===== src/rtl/hub_pkg.sv =====
// Shared widths and the stage-1 to stage-2 record for the HUB normalizer.
package hub_pkg;

  localparam int M           = 24;
  localparam int E           = 8;
  localparam int SHIFT_WIDTH = $clog2(M);

  // Stage-1 result: the hidden bit has already been dropped from shifted.
  typedef struct packed {
    logic [M-1:0] shifted;
    logic [E:0]   total;
    logic [E-1:0] exp;
    logic         sign;
    logic         zero;
  } s1_t;

endpackage


===== src/rtl/hub_left_shifter.sv =====
// Combinational left shifter feeding the normalizer's first stage.
module hub_left_shifter #(
  parameter int M           = hub_pkg::M,
  parameter int SHIFT_WIDTH = $clog2(M)
) (
  input  logic [M:0]             data,
  input  logic [SHIFT_WIDTH-1:0] shift,
  output logic [M:0]             shifted
);

  import hub_pkg::*;

  // Barrel shift by the already-clamped amount.
  always_comb shifted = data << shift;

endmodule


===== src/rtl/hub_normalizer.sv =====
// Two-stage valid/ready normalizer: shift by the LZA estimate, correct a
// one-position under-estimate, then adjust the exponent and raise flags.
module hub_normalizer #(
  parameter int M           = hub_pkg::M,
  parameter int E           = hub_pkg::E,
  parameter int SHIFT_WIDTH = $clog2(M)
) (
  input  logic                   clk,
  input  logic                   rst,
  input  logic                   in_valid,
  output logic                   in_ready,
  input  logic [M:0]             in_sum,
  input  logic [SHIFT_WIDTH-1:0] in_shift,
  input  logic [E-1:0]           in_exp,
  input  logic                   in_sign,
  output logic                   out_valid,
  input  logic                   out_ready,
  output logic [M-1:0]           out_mant,
  output logic [E-1:0]           out_exp,
  output logic                   out_sign,
  output logic                   out_zero,
  output logic                   out_underflow
);

  import hub_pkg::*;

  localparam logic [SHIFT_WIDTH-1:0] M_SH = SHIFT_WIDTH'(M);

  logic [SHIFT_WIDTH-1:0] sh_clamp;
  logic [M:0]             sh_raw;
  logic                   sum_nz;
  logic                   corr;
  s1_t                    s1_d;
  s1_t                    s1_q;
  logic                   s1_valid;
  logic                   s2_valid;
  logic                   s1_adv;
  logic                   uf;
  logic [E-1:0]           exp_adj;
  logic [M-1:0]           mant_d;
  logic [E-1:0]           exp_d;

  // Handshake: in_ready depends only on registered state and out_ready.
  always_comb begin
    s1_adv   = !s2_valid || out_ready;
    in_ready = !s1_valid || s1_adv;
  end

  // Clamp the LZA estimate so over-large counts cannot wrap the shifter.
  always_comb sh_clamp = (in_shift > M_SH) ? M_SH : in_shift;

  hub_left_shifter #(
    .M           (M),
    .SHIFT_WIDTH (SHIFT_WIDTH)
  ) u_shift (
    .data    (in_sum),
    .shift   (sh_clamp),
    .shifted (sh_raw)
  );

  // Stage-1 combinational: one-step correction and total shift count.
  always_comb begin
    s1_d          = '0;
    sum_nz        = |in_sum;
    corr          = sum_nz && !sh_raw[M];
    s1_d.shifted  = corr ? {sh_raw[M-2:0], 1'b0} : sh_raw[M-1:0];
    s1_d.total    = (E+1)'(sh_clamp) + (E+1)'(corr);
    s1_d.exp      = in_exp;
    s1_d.sign     = in_sign;
    s1_d.zero     = !sum_nz;
  end

  // Stage-1 register, loaded whenever an operation is accepted.
  always_ff @(posedge clk or posedge rst) begin
    if (rst) begin
      s1_valid <= 1'b0;
      s1_q     <= '0;
    end else if (in_ready) begin
      s1_valid <= in_valid;
      if (in_valid) s1_q <= s1_d;
    end
  end

  // Stage-2 combinational: exponent adjust, zero and flush handling.
  always_comb begin
    uf      = !s1_q.zero && ({1'b0, s1_q.exp} <= s1_q.total);
    exp_adj = s1_q.exp - s1_q.total[E-1:0];
    mant_d  = '0;
    exp_d   = '0;
    if (!s1_q.zero && !uf) begin
      mant_d = s1_q.shifted;
      exp_d  = exp_adj;
    end
  end

  // Output register; holds its contents while the result is stalled.
  always_ff @(posedge clk or posedge rst) begin
    if (rst) begin
      s2_valid      <= 1'b0;
      out_mant      <= '0;
      out_exp       <= '0;
      out_sign      <= 1'b0;
      out_zero      <= 1'b0;
      out_underflow <= 1'b0;
    end else if (s1_adv) begin
      s2_valid <= s1_valid;
      if (s1_valid) begin
        out_mant      <= mant_d;
        out_exp       <= exp_d;
        out_sign      <= s1_q.sign;
        out_zero      <= s1_q.zero;
        out_underflow <= uf;
      end
    end
  end

  always_comb out_valid = s2_valid;

endmodule


===== config.mk =====
export PLATFORM = sky130hd
export DESIGN_NAME = hub_normalizer
export DESIGN_NICKNAME = d
export VERILOG_FILES = /design/src/rtl/hub_pkg.sv /design/src/rtl/hub_left_shifter.sv /design/src/rtl/hub_normalizer.sv
export SDC_FILE = /design/constraint.sdc
export NUM_CORES = 1
export LEC_CHECK = 0
export CORE_MARGIN = 4
export CORE_UTILIZATION = 54
export CTS_CLUSTER_DIAMETER = 40
export DETAILED_ROUTE_END_ITERATION = 8
export HOLD_SLACK_MARGIN = 0.08
export PLACE_DENSITY = 0.81
export SYNTH_ARGS = -nofsm -noshare
export SYNTH_HDL_FRONTEND = slang
export SYNTH_SLANG_ARGS = --single-unit

===== constraint.sdc =====
create_clock -name clk -period 3.15 [get_ports clk]
set_input_delay 0.4725 -clock clk [delete_from_list [all_inputs] [get_ports clk]]
set_output_delay 0.4725 -clock clk [all_outputs]
set_load 0.02 [all_outputs]

==> impl_results.md <==
- Remaining antenna violation count: 0
- Slew @ Worst Pin: 1.07 ns
- Top area cells in the synthesized netlist: dfrtp_1 40%, nand2_1 5.9%, a22o_1 5.8%
- Setup repair bufs after CTS: 0
- Power Dens Cells: 526 mW/mm^2
- Layout area overhead: 27.2%
- Core area: between 0.008 and 0.009 mm^2
- Switching power: 1150 uW
- Launching point of the worst reg2reg path: s1_q[3]$_DFFE_PP0P_
- Clk slew on worst S/H paths: about 0.080 ns
- Final GP Congestion: between 0.9 and 1
- Rel. slew slack: 28.7%
- Hold Vio Cnt, Final: 0
- Htree depth: 3
- Post-layout util: around 71%
- Detailed Route Iter0 Violations: 444
- Synth top cells by count: 77 x dfrtp_1, 76 x nand2_1, 37 x nor2_1, 32 x a22o_1, 24 x a21oi_1
- CTS buffer count: 9
- Rows: 34
- Top cell type's share of synthesized area: between 30 and 40%
- Most frequent cell after synthesis: dfrtp_1
- Final setup viols: 0
- I/O pins: 80
- Syn Area/Cell: 9.10 um^2
- Global-route wire length before repair: 24100 um
- DP HPWL: 11200 um
- Largest area contributor in the synthesized netlist: dfrtp_1
- Clk Latency, worst-skew pair: 0.35 ns
- First-pass DRT Iterations: 5
- I/O Buffers: 79
- Routed wire length per instance: 19.8 um
- Flop pwr share: around two fifths
- Synthesized area: 0.00487 mm^2
- Unrepaired setup endpoints after global routing: no
- Vias in the first global route: 4694
- Setup TNS: 0 ns
- Initial antenna violation count: 0
- Synth Flop Type: dfrtp_1
- Final setup skew: 0.0102 ns
- Root buf cell: clkbuf_8
- Number of vias per cell: 6.33
- CTS tree: yes
- Max VDD drop: roughly 0.27 mV
- Grt ovf: 0
- Die Height: just over 100 um
- Largest net degree at the start of global routing: 78
- Post-cts sizing count: 0
- Sink Count: 77
- Max-cap viol count: 0
- Worst Path Required: 3.37 ns
- Critical Path Source Type: input port
- Layout cells sized above 1: 14.1%
- Clk pwr share: around a quarter
- Starting Density: 55.6%
- Crit path DAT: 3.04 ns
- Sw Ratio: about a third
- Vias: ~4700
- Final Cycle Share: 89.5%
- Post-synthesis register bit count: 77
- Routed wire length: 14800 um
- Fin. max-slew vios: 0
- Syn. warnings: 0
- Layout Nets: 687
- Asr flop ratio synth: between 90% and 100%
- R2R Setup Slk: 0.35 ns
- Synthesized net count: 587
- Gate Count Post-Synth: 535
- Setup CP Type: in2reg
- Register area share after synthesis: between 30% and 40%
- Die ar.: 0.0106 mm^2
- Hold_buf cts: 0
- Worst hold path startpoint: out_exp[7]$_DFFE_PP0P_
- CP max FO: 7
- Residual DRC count: 0
- Yosys cell types: 70
- Tmin final: 2.82 ns
- Die X-Extent: just over 100 um
- CP endpoint kind: flip-flop
- Logic pwr share: a little under two fifths
- CP Launch Point: in_shift[4]
- Post-synth EDFFs: 0
- Fmax: 0.355 GHz
- Total GRT Usage: 28.9%
- Hold Path Class: reg2reg
- P_int: ~2100 uW
- Run status: finished, final reports clean
- Leakage: 0.00271 uW
- CTS Buffer Depth: 2
- Antenna Cells: 0
## state kept, by name, indices dropped and copies added (netlist names)
| name | flops |
|---|---|
| out_exp | 8 |
| out_mant | 24 |
| out_sign | 1 |
| out_underflow | 1 |
| out_valid | 1 |
| out_zero | 1 |
| s1_q | 40 |
| s1_valid | 1 |
## stage by stage
stage	power [uW]	setup WS (ns)	cells	hold slack [ns]	cell area (um^2)
2_1_floorplan	1990	0.448	535	0.442	4870
3_3_place_gp	2480	0.0960	732	0.457	5990
3_5_place_dp	2510	0.0285	732	0.463	5990
4_1_cts	3260	0.376	748	0.484	6190
5_1_grt	3440	0.0800	748	0.511	6190
6_report	3260	0.332	748	0.484	6190
## cell families (layout without fill, tap and decap cells)
logic type,count (synthesis),in the layout,share of synthesized area [%]
XOR/XNOR,6,6,1.08
AO/OA/AOI/OAI,187,187,29.7
buffers and inverters,61,166,5.78
multiplexers,29,29,6.25
AND/OR/NAND/NOR,166,166,15.2
flip-flops,77,77,39.6
adder cells (fa/ha/maj),9,9,2.47
## critical path, cell delays in order
cell and delay [ns]:
clkdlybuf4s50_1 0.66, a21bo_2 0.22, inv_2 0.08, buf_4 0.16, a22oi_1 0.23, o32ai_1 0.21, o31ai_4 0.24, inv_2 0.06
ha_1 0.20, ha_1 0.20, a311oi_1 0.26, a21oi_1 0.06
## placed cells by master, fill, tap and decap left out, types with 4 or more instances in the layout
master / Yosys / layout
o221ai_1: 5 / 5
inv_1: 19 / 18
a31oi_1: 5 / 5
nor2_1: 37 / 37
clkbuf_8: 0 / 9
ha_1: 8 / 8
nand3_1: 15 / 15
nand2_1: 76 / 76
o22a_1: 5 / 5
a22oi_1: 9 / 9
mux2i_1: 18 / 18
inv_2: 3 / 4
mux2_2: 11 / 11
nor3_1: 7 / 7
a221oi_1: 5 / 5
dfrtp_1: 77 / 77
nor4_1: 6 / 6
o21ai_0: 21 / 21
clkdlybuf4s50_1: 0 / 79
nand2b_1: 6 / 6
buf_4: 3 / 44
a221o_1: 11 / 11
nor2b_1: 4 / 4
a21boi_0: 5 / 5
o22ai_1: 16 / 16
o211ai_1: 11 / 11
a22o_1: 32 / 32
a21oi_1: 24 / 24
## power by group through the flow
| stage | registers (uW) | logic (uW) | clock network [uW] |
|---|---|---|---|
| after CTS | 1280 | 1220 | 763 |
| final | 1280 | 1220 | 758 |
| after detailed placement | 1300 | 1210 | 0 |
| after floorplan | 1410 | 578 | 0 |
| after global placement | 1290 | 1190 | 0 |
| after global routing | 1300 | 1320 | 819 |
## routing by layer
layer,up-vias,global-route usage [%],routed length [um]
met4,0,12.5,547
met5,-,0,0
li1,2205,-,-
met3,41,3.92,822
met1,2283,38.0,6430
met2,204,47.6,7030
## path summary, 6_finish.rpt
check / endpoint / depth (start not counted)
setup / recovery: s1_q[14]$_DFFE_PP0P_ / 12
hold / removal: out_exp[7]$_DFFE_PP0P_ / 2
setup reg to reg: out_mant[5]$_DFFE_PP0P_ / 8
hold reg to reg: out_exp[7]$_DFFE_PP0P_ / 2
max in group asynchronous: out_mant[17]$_DFFE_PP0P_ / 3
min in group asynchronous: out_mant[0]$_DFFE_PP0P_ / 3
## cell type report
type	instances	area (um^2)
Tap cell	108	135
Multi-Input combinational cell	397	2660
Clock inverter	6	71.3
Fill cell	674	2570
Sequential cell	77	1930
Timing Repair Buffer	126	1180
Inverter	24	90.1
Clock buffer	10	128
No activity file was read; power rests on OpenSTA's default activity.
